===== src/rtl/mips_mc_pkg.sv =====
// rtl/mips_mc_pkg.sv - states, opcode/funct constants and ALU codes for the multi-cycle MIPS core
package mips_mc_pkg;

  typedef enum logic [3:0] {
    S_FETCH, S_DECODE, S_MEMADR, S_MEMRD, S_MEMWB, S_MEMWR,
    S_EXECUTE, S_ALUWB, S_BRANCH, S_ADDIEX, S_ADDIWB, S_JUMP
  } state_t;

  typedef enum logic [1:0] {SRCB_REG, SRCB_FOUR, SRCB_IMM, SRCB_IMM_SH} srcb_t;
  typedef enum logic [1:0] {PC_ALU, PC_ALUOUT, PC_JUMP} pcsrc_t;

  localparam logic [5:0] OP_RTYPE = 6'b000000;
  localparam logic [5:0] OP_LW    = 6'b100011;
  localparam logic [5:0] OP_SW    = 6'b101011;
  localparam logic [5:0] OP_BEQ   = 6'b000100;
  localparam logic [5:0] OP_ADDI  = 6'b001000;
  localparam logic [5:0] OP_J     = 6'b000010;

  localparam logic [5:0] FN_ADD = 6'b100000;
  localparam logic [5:0] FN_SUB = 6'b100010;
  localparam logic [5:0] FN_AND = 6'b100100;
  localparam logic [5:0] FN_OR  = 6'b100101;
  localparam logic [5:0] FN_SLT = 6'b101010;

  localparam logic [2:0] ALU_ADD = 3'b010;
  localparam logic [2:0] ALU_SUB = 3'b110;
  localparam logic [2:0] ALU_AND = 3'b000;
  localparam logic [2:0] ALU_OR  = 3'b001;
  localparam logic [2:0] ALU_SLT = 3'b111;

  function automatic logic funct_supported(input logic [5:0] funct);
    return funct inside {FN_ADD, FN_SUB, FN_AND, FN_OR, FN_SLT};
  endfunction

  function automatic logic [2:0] funct_to_alu(input logic [5:0] funct);
    case (funct)
      FN_SUB:  return ALU_SUB;
      FN_AND:  return ALU_AND;
      FN_OR:   return ALU_OR;
      FN_SLT:  return ALU_SLT;
      default: return ALU_ADD;
    endcase
  endfunction

endpackage


===== src/rtl/mips_mc_ctrl.sv =====
// rtl/mips_mc_ctrl.sv - FSM sequencing fetch, decode, execute, memory and write-back phases
module mips_mc_ctrl
  import mips_mc_pkg::*;
#(
  parameter int ALUControl_WIDTH = 3
) (
  input  logic                        clk,
  input  logic                        rst_n,
  input  logic [5:0]                  opcode,
  input  logic [5:0]                  funct,
  input  logic                        mem_ready,
  input  logic                        zero,
  output logic                        mem_req,
  output logic                        mem_we,
  output logic                        iord,
  output logic                        ir_we,
  output logic                        pc_we,
  output pcsrc_t                      pc_src,
  output logic                        mdr_we,
  output logic                        ab_we,
  output logic                        aluout_we,
  output logic                        alu_srca,
  output srcb_t                       alu_srcb,
  output logic [ALUControl_WIDTH-1:0] alu_ctrl,
  output logic                        reg_we,
  output logic                        reg_dst,
  output logic                        mem_to_reg,
  output logic                        instr_done,
  output logic                        illegal_instr
);

  state_t state, next_state;
  logic   done_next, illegal_next;

  always_ff @(posedge clk or negedge rst_n) begin
    if (!rst_n) begin
      state         <= S_FETCH;
      instr_done    <= 1'b0;
      illegal_instr <= 1'b0;
    end else begin
      state         <= next_state;
      instr_done    <= done_next;
      illegal_instr <= illegal_next;
    end
  end

  always_comb begin
    next_state   = state;
    mem_req      = 1'b0;
    mem_we       = 1'b0;
    iord         = 1'b0;
    ir_we        = 1'b0;
    pc_we        = 1'b0;
    pc_src       = PC_ALU;
    mdr_we       = 1'b0;
    ab_we        = 1'b0;
    aluout_we    = 1'b0;
    alu_srca     = 1'b0;
    alu_srcb     = SRCB_REG;
    alu_ctrl     = ALUControl_WIDTH'(ALU_ADD);
    reg_we       = 1'b0;
    reg_dst      = 1'b0;
    mem_to_reg   = 1'b0;
    done_next    = 1'b0;
    illegal_next = 1'b0;
    unique case (state)
      S_FETCH: begin
        mem_req  = 1'b1;
        alu_srcb = SRCB_FOUR;
        if (mem_ready) begin
          ir_we      = 1'b1;
          pc_we      = 1'b1;
          next_state = S_DECODE;
        end
      end
      S_DECODE: begin
        // pc already holds instr+4, so this is the branch target
        ab_we      = 1'b1;
        aluout_we  = 1'b1;
        alu_srcb   = SRCB_IMM_SH;
        next_state = S_FETCH;
        case (opcode)
          OP_LW, OP_SW: next_state = S_MEMADR;
          OP_BEQ:       next_state = S_BRANCH;
          OP_ADDI:      next_state = S_ADDIEX;
          OP_J:         next_state = S_JUMP;
          OP_RTYPE: begin
            if (funct_supported(funct)) next_state = S_EXECUTE;
            else                        illegal_next = 1'b1;
          end
          default:      illegal_next = 1'b1;
        endcase
      end
      S_MEMADR: begin
        alu_srca   = 1'b1;
        alu_srcb   = SRCB_IMM;
        aluout_we  = 1'b1;
        next_state = (opcode == OP_LW) ? S_MEMRD : S_MEMWR;
      end
      S_MEMRD: begin
        mem_req = 1'b1;
        iord    = 1'b1;
        if (mem_ready) begin
          mdr_we     = 1'b1;
          next_state = S_MEMWB;
        end
      end
      S_MEMWB: begin
        reg_we     = 1'b1;
        mem_to_reg = 1'b1;
        done_next  = 1'b1;
        next_state = S_FETCH;
      end
      S_MEMWR: begin
        mem_req = 1'b1;
        mem_we  = 1'b1;
        iord    = 1'b1;
        if (mem_ready) begin
          done_next  = 1'b1;
          next_state = S_FETCH;
        end
      end
      S_EXECUTE: begin
        alu_srca   = 1'b1;
        alu_ctrl   = ALUControl_WIDTH'(funct_to_alu(funct));
        aluout_we  = 1'b1;
        next_state = S_ALUWB;
      end
      S_ALUWB: begin
        reg_we     = 1'b1;
        reg_dst    = 1'b1;
        done_next  = 1'b1;
        next_state = S_FETCH;
      end
      S_BRANCH: begin
        alu_srca   = 1'b1;
        alu_ctrl   = ALUControl_WIDTH'(ALU_SUB);
        pc_src     = PC_ALUOUT;
        pc_we      = zero;
        done_next  = 1'b1;
        next_state = S_FETCH;
      end
      S_ADDIEX: begin
        alu_srca   = 1'b1;
        alu_srcb   = SRCB_IMM;
        aluout_we  = 1'b1;
        next_state = S_ADDIWB;
      end
      S_ADDIWB: begin
        reg_we     = 1'b1;
        done_next  = 1'b1;
        next_state = S_FETCH;
      end
      S_JUMP: begin
        pc_src     = PC_JUMP;
        pc_we      = 1'b1;
        done_next  = 1'b1;
        next_state = S_FETCH;
      end
      default: next_state = S_FETCH;
    endcase
  end

endmodule


===== src/rtl/mips_multicycle_core.sv =====
// rtl/mips_multicycle_core.sv - multi-cycle MIPS datapath, register file and shared memory port
module mips_multicycle_core
  import mips_mc_pkg::*;
#(
  parameter int                   MIPS_SIZE        = 32,
  parameter int                   RegAdd_WIDTH     = 5,
  parameter int                   ALUControl_WIDTH = 3,
  parameter logic [MIPS_SIZE-1:0] RESET_PC         = '0
) (
  input  logic                 CLK,
  input  logic                 RST,
  output logic [MIPS_SIZE-1:0] mem_addr,
  output logic [MIPS_SIZE-1:0] mem_wdata,
  input  logic [MIPS_SIZE-1:0] mem_rdata,
  output logic                 mem_req,
  output logic                 mem_we,
  input  logic                 mem_ready,
  output logic [MIPS_SIZE-1:0] pc,
  output logic                 instr_done,
  output logic                 illegal_instr
);

  localparam int NREG = 2**RegAdd_WIDTH;

  logic [MIPS_SIZE-1:0] pc_q, ir, mdr, a_q, b_q, alu_out_q;
  logic [MIPS_SIZE-1:0] rf [NREG];
  logic [MIPS_SIZE-1:0] signimm, alu_a, alu_b, alu_y, pc_next, wb_data;
  logic [RegAdd_WIDTH-1:0] rs, rt, rd, wa;

  logic   ctrl_req, ctrl_we, iord, ir_we, pc_we, mdr_we, ab_we, aluout_we;
  logic   alu_srca, reg_we, reg_dst, mem_to_reg, zero;
  pcsrc_t pc_src;
  srcb_t  alu_srcb;
  logic [ALUControl_WIDTH-1:0] alu_ctrl;

  mips_mc_ctrl #(.ALUControl_WIDTH(ALUControl_WIDTH)) u_ctrl (
    .clk          (CLK),
    .rst_n        (RST),
    .opcode       (ir[31:26]),
    .funct        (ir[5:0]),
    .mem_ready    (mem_ready),
    .zero         (zero),
    .mem_req      (ctrl_req),
    .mem_we       (ctrl_we),
    .iord         (iord),
    .ir_we        (ir_we),
    .pc_we        (pc_we),
    .pc_src       (pc_src),
    .mdr_we       (mdr_we),
    .ab_we        (ab_we),
    .aluout_we    (aluout_we),
    .alu_srca     (alu_srca),
    .alu_srcb     (alu_srcb),
    .alu_ctrl     (alu_ctrl),
    .reg_we       (reg_we),
    .reg_dst      (reg_dst),
    .mem_to_reg   (mem_to_reg),
    .instr_done   (instr_done),
    .illegal_instr(illegal_instr)
  );

  assign rs      = ir[21 +: RegAdd_WIDTH];
  assign rt      = ir[16 +: RegAdd_WIDTH];
  assign rd      = ir[11 +: RegAdd_WIDTH];
  assign signimm = {{(MIPS_SIZE-16){ir[15]}}, ir[15:0]};
  assign wa      = reg_dst ? rd : rt;
  assign wb_data = mem_to_reg ? mdr : alu_out_q;
  assign alu_a   = alu_srca ? a_q : pc_q;
  assign zero    = (alu_y == '0);

  // FSM sits in FETCH during reset, so the request is gated to drop it at once
  assign mem_req   = ctrl_req & RST;
  assign mem_we    = ctrl_we & RST;
  assign mem_addr  = iord ? alu_out_q : pc_q;
  assign mem_wdata = b_q;
  assign pc        = pc_q;

  always_comb begin
    case (alu_srcb)
      SRCB_REG:  alu_b = b_q;
      SRCB_FOUR: alu_b = MIPS_SIZE'(4);
      SRCB_IMM:  alu_b = signimm;
      default:   alu_b = signimm << 2;
    endcase
  end

  always_comb begin
    alu_y = '0;
    case (alu_ctrl)
      ALUControl_WIDTH'(ALU_ADD): alu_y = alu_a + alu_b;
      ALUControl_WIDTH'(ALU_SUB): alu_y = alu_a - alu_b;
      ALUControl_WIDTH'(ALU_AND): alu_y = alu_a & alu_b;
      ALUControl_WIDTH'(ALU_OR):  alu_y = alu_a | alu_b;
      ALUControl_WIDTH'(ALU_SLT): alu_y = {{(MIPS_SIZE-1){1'b0}}, $signed(alu_a) < $signed(alu_b)};
      default:                    alu_y = '0;
    endcase
  end

  always_comb begin
    case (pc_src)
      PC_ALUOUT: pc_next = alu_out_q;
      PC_JUMP:   pc_next = {pc_q[MIPS_SIZE-1:28], ir[25:0], 2'b00};
      default:   pc_next = alu_y;
    endcase
  end

  always_ff @(posedge CLK or negedge RST) begin
    if (!RST) begin
      pc_q      <= RESET_PC;
      ir        <= '0;
      mdr       <= '0;
      a_q       <= '0;
      b_q       <= '0;
      alu_out_q <= '0;
    end else begin
      if (pc_we)     pc_q      <= pc_next;
      if (ir_we)     ir        <= mem_rdata;
      if (mdr_we)    mdr       <= mem_rdata;
      if (aluout_we) alu_out_q <= alu_y;
      if (ab_we) begin
        a_q <= rf[rs];
        b_q <= rf[rt];
      end
    end
  end

  // register 0 is never written, so it reads zero from reset onward
  always_ff @(posedge CLK or negedge RST) begin
    if (!RST) begin
      for (int i = 0; i < NREG; i++) rf[i] <= '0;
    end else if (reg_we && (wa != '0)) begin
      rf[wa] <= wb_data;
    end
  end

endmodule


===== config.mk =====
export PLATFORM = sky130hd
export DESIGN_NAME = mips_multicycle_core
export DESIGN_NICKNAME = d
export VERILOG_FILES = /design/src/rtl/mips_mc_pkg.sv /design/src/rtl/mips_mc_ctrl.sv /design/src/rtl/mips_multicycle_core.sv
export SDC_FILE = /design/constraint.sdc
export NUM_CORES = 2
export LEC_CHECK = 0
export BUFFER_PORTS_ARGS = -buffer_cell sky130_fd_sc_hd__buf_2
export CORE_MARGIN = 2
export CORE_UTILIZATION = 35
export CTS_BUF_LIST = sky130_fd_sc_hd__clkbuf_8
export CTS_CLUSTER_SIZE = 8
export DETAILED_ROUTE_END_ITERATION = 12
export GPL_TIMING_DRIVEN = 0
export HOLD_SLACK_MARGIN = 0.08
export PLACE_DENSITY_LB_ADDON = 0.3
export SLEW_MARGIN = 10
export SYNTH_ARGS = -nofsm -noshare
export SYNTH_HDL_FRONTEND = slang
export SYNTH_SLANG_ARGS = --single-unit
export TNS_END_PERCENT = 10

===== constraint.sdc =====
create_clock -name CLK -period 5.52 [get_ports CLK]
set_clock_uncertainty 0.05 [all_clocks]
set_input_delay 0.552 -clock CLK [delete_from_list [all_inputs] [get_ports CLK]]
set_output_delay 0.552 -clock CLK [all_outputs]
set_load 0.01 [all_outputs]

==> results_tabular.tex <==
\begin{tabular}{lr}
\hline
Metric & Value \\
\hline
\multicolumn{2}{l}{\textbf{Setup path}} \\
Cell-by-cell listing of the critical path & buf\_6 -> inv\_8 -> nor2\_4 -> or3\_4 -> buf\_8 -> a222oi\_1 -> inv\_1 -> ha\_4 -> o211ai\_1 -> a21o\_1 -> a2111o\_1 -> a2111o\_1 -> nand3\_2 -> xnor2\_1 -> o211ai\_1 -> nor4b\_2 -> nand4\_1 -> o21ai\_4 -> buf\_12 -> clkbuf\_16 -> mux2\_1 \\
Maximum cell stage delay along the critical path & approximately 0.56 ns \\
Category of the most critical setup path & reg2reg \\
Element type at the critical path start & flip-flop \\
Max stage delay cell, worst path & sky130\_fd\_sc\_hd\_\_a2111o\_1 \\
Worst path buffer plus inverter count & 6 \\
Data arrival at the endpoint of the critical path & $\sim$6.6 ns \\
Req. time, crit path & 6.29 ns \\
Worst Path Max Fanout & 6 \\
Endpoint type of the worst setup path & flip-flop \\
Top delay family on crit path & compound AO/OA/AOI/OAI gates \\
\multicolumn{2}{l}{\textbf{Logic synthesis}} \\
Number of enable-type register cells in the synthesized netlist & 0 \\
Sequential share of the synthesized area & 45.7\% \\
Proportion of synthesized flip-flops having asynchronous set or reset & 100\% \\
Post-synthesis instance area & 0.0669 sq mm \\
Post-Synthesis Cells & between 6000 and 7000 \\
Most used DFF post-synth & sky130\_fd\_sc\_hd\_\_dfrtp\_1 \\
Mean Syn Cell Area & about 11 sq um \\
Synthesis-stage register bit count & around 1200 \\
Number of distinct library cells after synthesis & 94 \\
Yosys warnings & 0 \\
Number of nets produced by synthesis & about 6200 \\
\multicolumn{2}{l}{\textbf{Floorplanning}} \\
Area enclosed by the die boundary & 0.195 sq mm \\
Initial cell density of the core & between 30\% and 40\% \\
Die boundary height & approximately 440 um \\
Row Count & between 150 and 200 \\
Placeable core area & $\sim$0.19 sq mm \\
Number of ports placed on the die boundary & between 100 and 150 \\
DIE WIDTH & between 400 and 500 um \\
\multicolumn{2}{l}{\textbf{Timing}} \\
Crit path setup slack, layout & -0.270 ns \\
Headroom to the max-slew limit & a little under 4\% \\
Max Fclk & between 150 and 200 MHz \\
Actual slew at the worst max-slew pin & 1.41 ns \\
Final cycle utilization of the critical path & 105\% \\
Setup-failing EPs final & 32 \\
Final Hold Fails & 0 \\
Setup repair after global routing missed its margin & yes \\
Max-slew violations & 0 \\
Minimum period implied by the final worst setup slack & between 5 and 6 ns \\
\multicolumn{2}{l}{\textbf{CTS}} \\
Maximum level of the CTS H-tree & 4 \\
CTS tree & built \\
Sink Count & about 1200 \\
Total clock buffers created by CTS & 198 \\
Max clock buf depth & 3 \\
Clock slew at the register clock pins of the worst setup and hold paths & roughly 0.060 ns \\
Skew-Pair Late Insertion Delay & roughly 0.97 ns \\
CTS root buffer & sky130\_fd\_sc\_hd\_\_clkbuf\_8 \\
\multicolumn{2}{l}{\textbf{Placed design}} \\
Placer Congestion & about 1 \\
Quantity of I/O buffers inserted on ports & between 100 and 150 \\
DP Cell Count & roughly 9000 \\
Final HPWL from detailed placement & 212 mm \\
\multicolumn{2}{l}{\textbf{Drt}} \\
DRC errors left & 0 \\
Vias per cell & 5.93 \\
Total via count in the routed design & approximately 55000 \\
Number of antenna-violating nets in the routed design & 0 \\
Violation count after the first detailed-route iteration & approximately 5700 \\
First-pass iteration count of the detailed router & 6 \\
Post-detailed-route wirelength per cell & 28.7 um \\
Sum of routed wire length over all layers & 265 mm \\
\multicolumn{2}{l}{\textbf{Run}} \\
\# Max-Cap Violations & 0 \\
\multicolumn{2}{l}{\textbf{GRT}} \\
Remaining global-route overflow & 0 \\
Wire length of the first global-routing pass & 380 mm \\
All-layer global routing usage & 26.9\% \\
Initial antenna violation count & 11 \\
Number of global-route vias before repair & between 50000 and 60000 \\
Pin count of the biggest net entering global routing & roughly 150 \\
\multicolumn{2}{l}{\textbf{Layout}} \\
Final nets & 6700 \\
Most frequent standard cell in the layout excluding fill and tap cells & sky130\_fd\_sc\_hd\_\_dfrtp\_1 \\
Area Overhead vs Synth & 15.5\% \\
Share of final-layout standard cells stronger than drive strength 1 & 22.9\% \\
Non-filler cells in the finished layout & 9217 \\
Most frequent cells in the layout & sky130\_fd\_sc\_hd\_\_dfrtp\_1, sky130\_fd\_sc\_hd\_\_nor2\_1, sky130\_fd\_sc\_hd\_\_nand2\_1 \\
Fillcell total & about 18000 \\
\multicolumn{2}{l}{\textbf{Power and ir drop}} \\
Total design power & 0.0539 W \\
VDD IR-drop max & about 0.40 mV \\
Static leakage & between 30 and 40 nW \\
Power per unit of standard cell area & around 700 mW/mm\^{}2 \\
\multicolumn{2}{l}{\textbf{Run status}} \\
Violations in the final reports & setup timing \\
Status & finished with violations \\
\multicolumn{2}{l}{\textbf{Worst hold path}} \\
Kind of path behind the tightest hold check & in2async \\
\hline
\end{tabular}
## what timing repair did
item | in CTS | in global routing
pin swaps | 51 | 24
hold buffers | 35 | 0
setup buffers | 76 | 14
resized for setup | 230 | 63
endpoints found under the setup margin | 53 | 32
cloned | 3 | 1
hold endpoints to repair | 358 | 0
## cell families (layout without fill, tap and decap cells)
logic type,Yosys count,count (layout),synth area share [%]
AO/OA/AOI/OAI,1522,1522,12.8
XOR/XNOR,11,11,0.144
adder cells (fa/ha/maj),111,111,2.09
buffers and inverters,702,1316,4.17
flip-flops,1222,1222,45.7
multiplexers,857,857,25.0
other,0,6,0
AND/OR/NAND/NOR,1661,1661,10.0
## worst min-delay path: cells and delay by family
kind                   cells  cell delay [ns]
buffers and inverters      3             0.95
## metal layers
metal	vias up	global-route usage, %	share of wire [%]
li1	23100	-	-
met1	28200	34.7	39
met2	2682	42.9	46
met3	649	5.66	8.6
met4	6	13.9	5.7
met5	-	0	0.014
## Yosys cell counts (14+ instances only)
| master | instances | area (sq um) |
|---|---|---|
| sky130_fd_sc_hd__dfrtp_1 | 1222 | 30600 |
| sky130_fd_sc_hd__nor2_1 | 753 | 2830 |
| sky130_fd_sc_hd__nand2_1 | 720 | 2700 |
| sky130_fd_sc_hd__mux4_2 | 640 | 14400 |
| sky130_fd_sc_hd__a21oi_1 | 625 | 3130 |
| sky130_fd_sc_hd__o21ai_0 | 592 | 2960 |
| sky130_fd_sc_hd__clkbuf_1 | 480 | 1800 |
| sky130_fd_sc_hd__mux2_2 | 119 | 1340 |
| sky130_fd_sc_hd__inv_1 | 109 | 409 |
| sky130_fd_sc_hd__ha_1 | 108 | 1350 |
| sky130_fd_sc_hd__buf_1 | 74 | 278 |
| sky130_fd_sc_hd__mux2i_1 | 74 | 741 |
| sky130_fd_sc_hd__a31oi_1 | 43 | 269 |
| sky130_fd_sc_hd__nand3_1 | 36 | 180 |
| sky130_fd_sc_hd__o211ai_1 | 34 | 255 |
| sky130_fd_sc_hd__nor3_1 | 31 | 155 |
| sky130_fd_sc_hd__a221oi_1 | 28 | 245 |
| sky130_fd_sc_hd__mux2_1 | 24 | 270 |
| sky130_fd_sc_hd__nor2b_1 | 18 | 113 |
| sky130_fd_sc_hd__nand2b_1 | 16 | 100 |
| sky130_fd_sc_hd__buf_2 | 15 | 75.1 |
| sky130_fd_sc_hd__nor4_1 | 14 | 87.6 |
## report_power, final
group	switching [W]	leakage [nW]	total, W	internal (W)
Combinational	0.0197	13.8	0.0318	0.0121
Sequential	0.00260	16.6	0.0142	0.0116
Clock	0.00379	2.26	0.00793	0.00414
## registers in the layout, indices dropped and copies added (netlist names)
name                  count
rf                     1024
mdr                      32
u_ctrl.state              4
mem_wdata                32
ir                       32
u_ctrl.instr_done         1
u_ctrl.illegal_instr      1
pc                       32
alu_out_q                32
a_q                      32
## worst paths after layout
path	start	end	slack [ns]	depth (start not counted)
worst max register to register	u_ctrl.state[0]	pc[5]	-0.27	21
worst min-delay path	RST	alu_out_q[24]	0.12	3
worst min register to register	rf[997]	rf[997]	0.43	1
worst max-delay path	u_ctrl.state[0]	pc[5]	-0.27	21
max in group asynchronous	RST	rf[48]	2.57	7
min in group CLK	mem_rdata[26]	ir[26]	0.35	3
## area by class of cell
cell class	count	area [sq um]	share of cell area, %
diodes	6	15.0	0.0194
plain buffers	584	2550	3.30
clock buffers	251	3450	4.47
clock inverters	94	468	0.605
inverters	114	442	0.571
multi-input cells	4162	34600	44.7
flip-flops and latches	1222	30600	39.5
well taps	2511	3140	4.06
repair buffers	273	2120	2.74
## through the flow
step	instance area [sq um]	setup TNS, ns	setup slack, ns	utilization (%)	hold slack [ns]
after detailed placement	71100	-85.97	-2.42	37.4	0.396
after CTS	77000	-1.50	-0.110	40.5	0.0875
after global routing	77300	-6.36	-0.260	40.7	0.162
after floorplan	66900	0	0.114	-	0.206
final	77300	-6.00	-0.270	40.7	0.122
after global placement	70800	-	-23.02	37.2	0.403
Power figures use the tool's default switching activity.
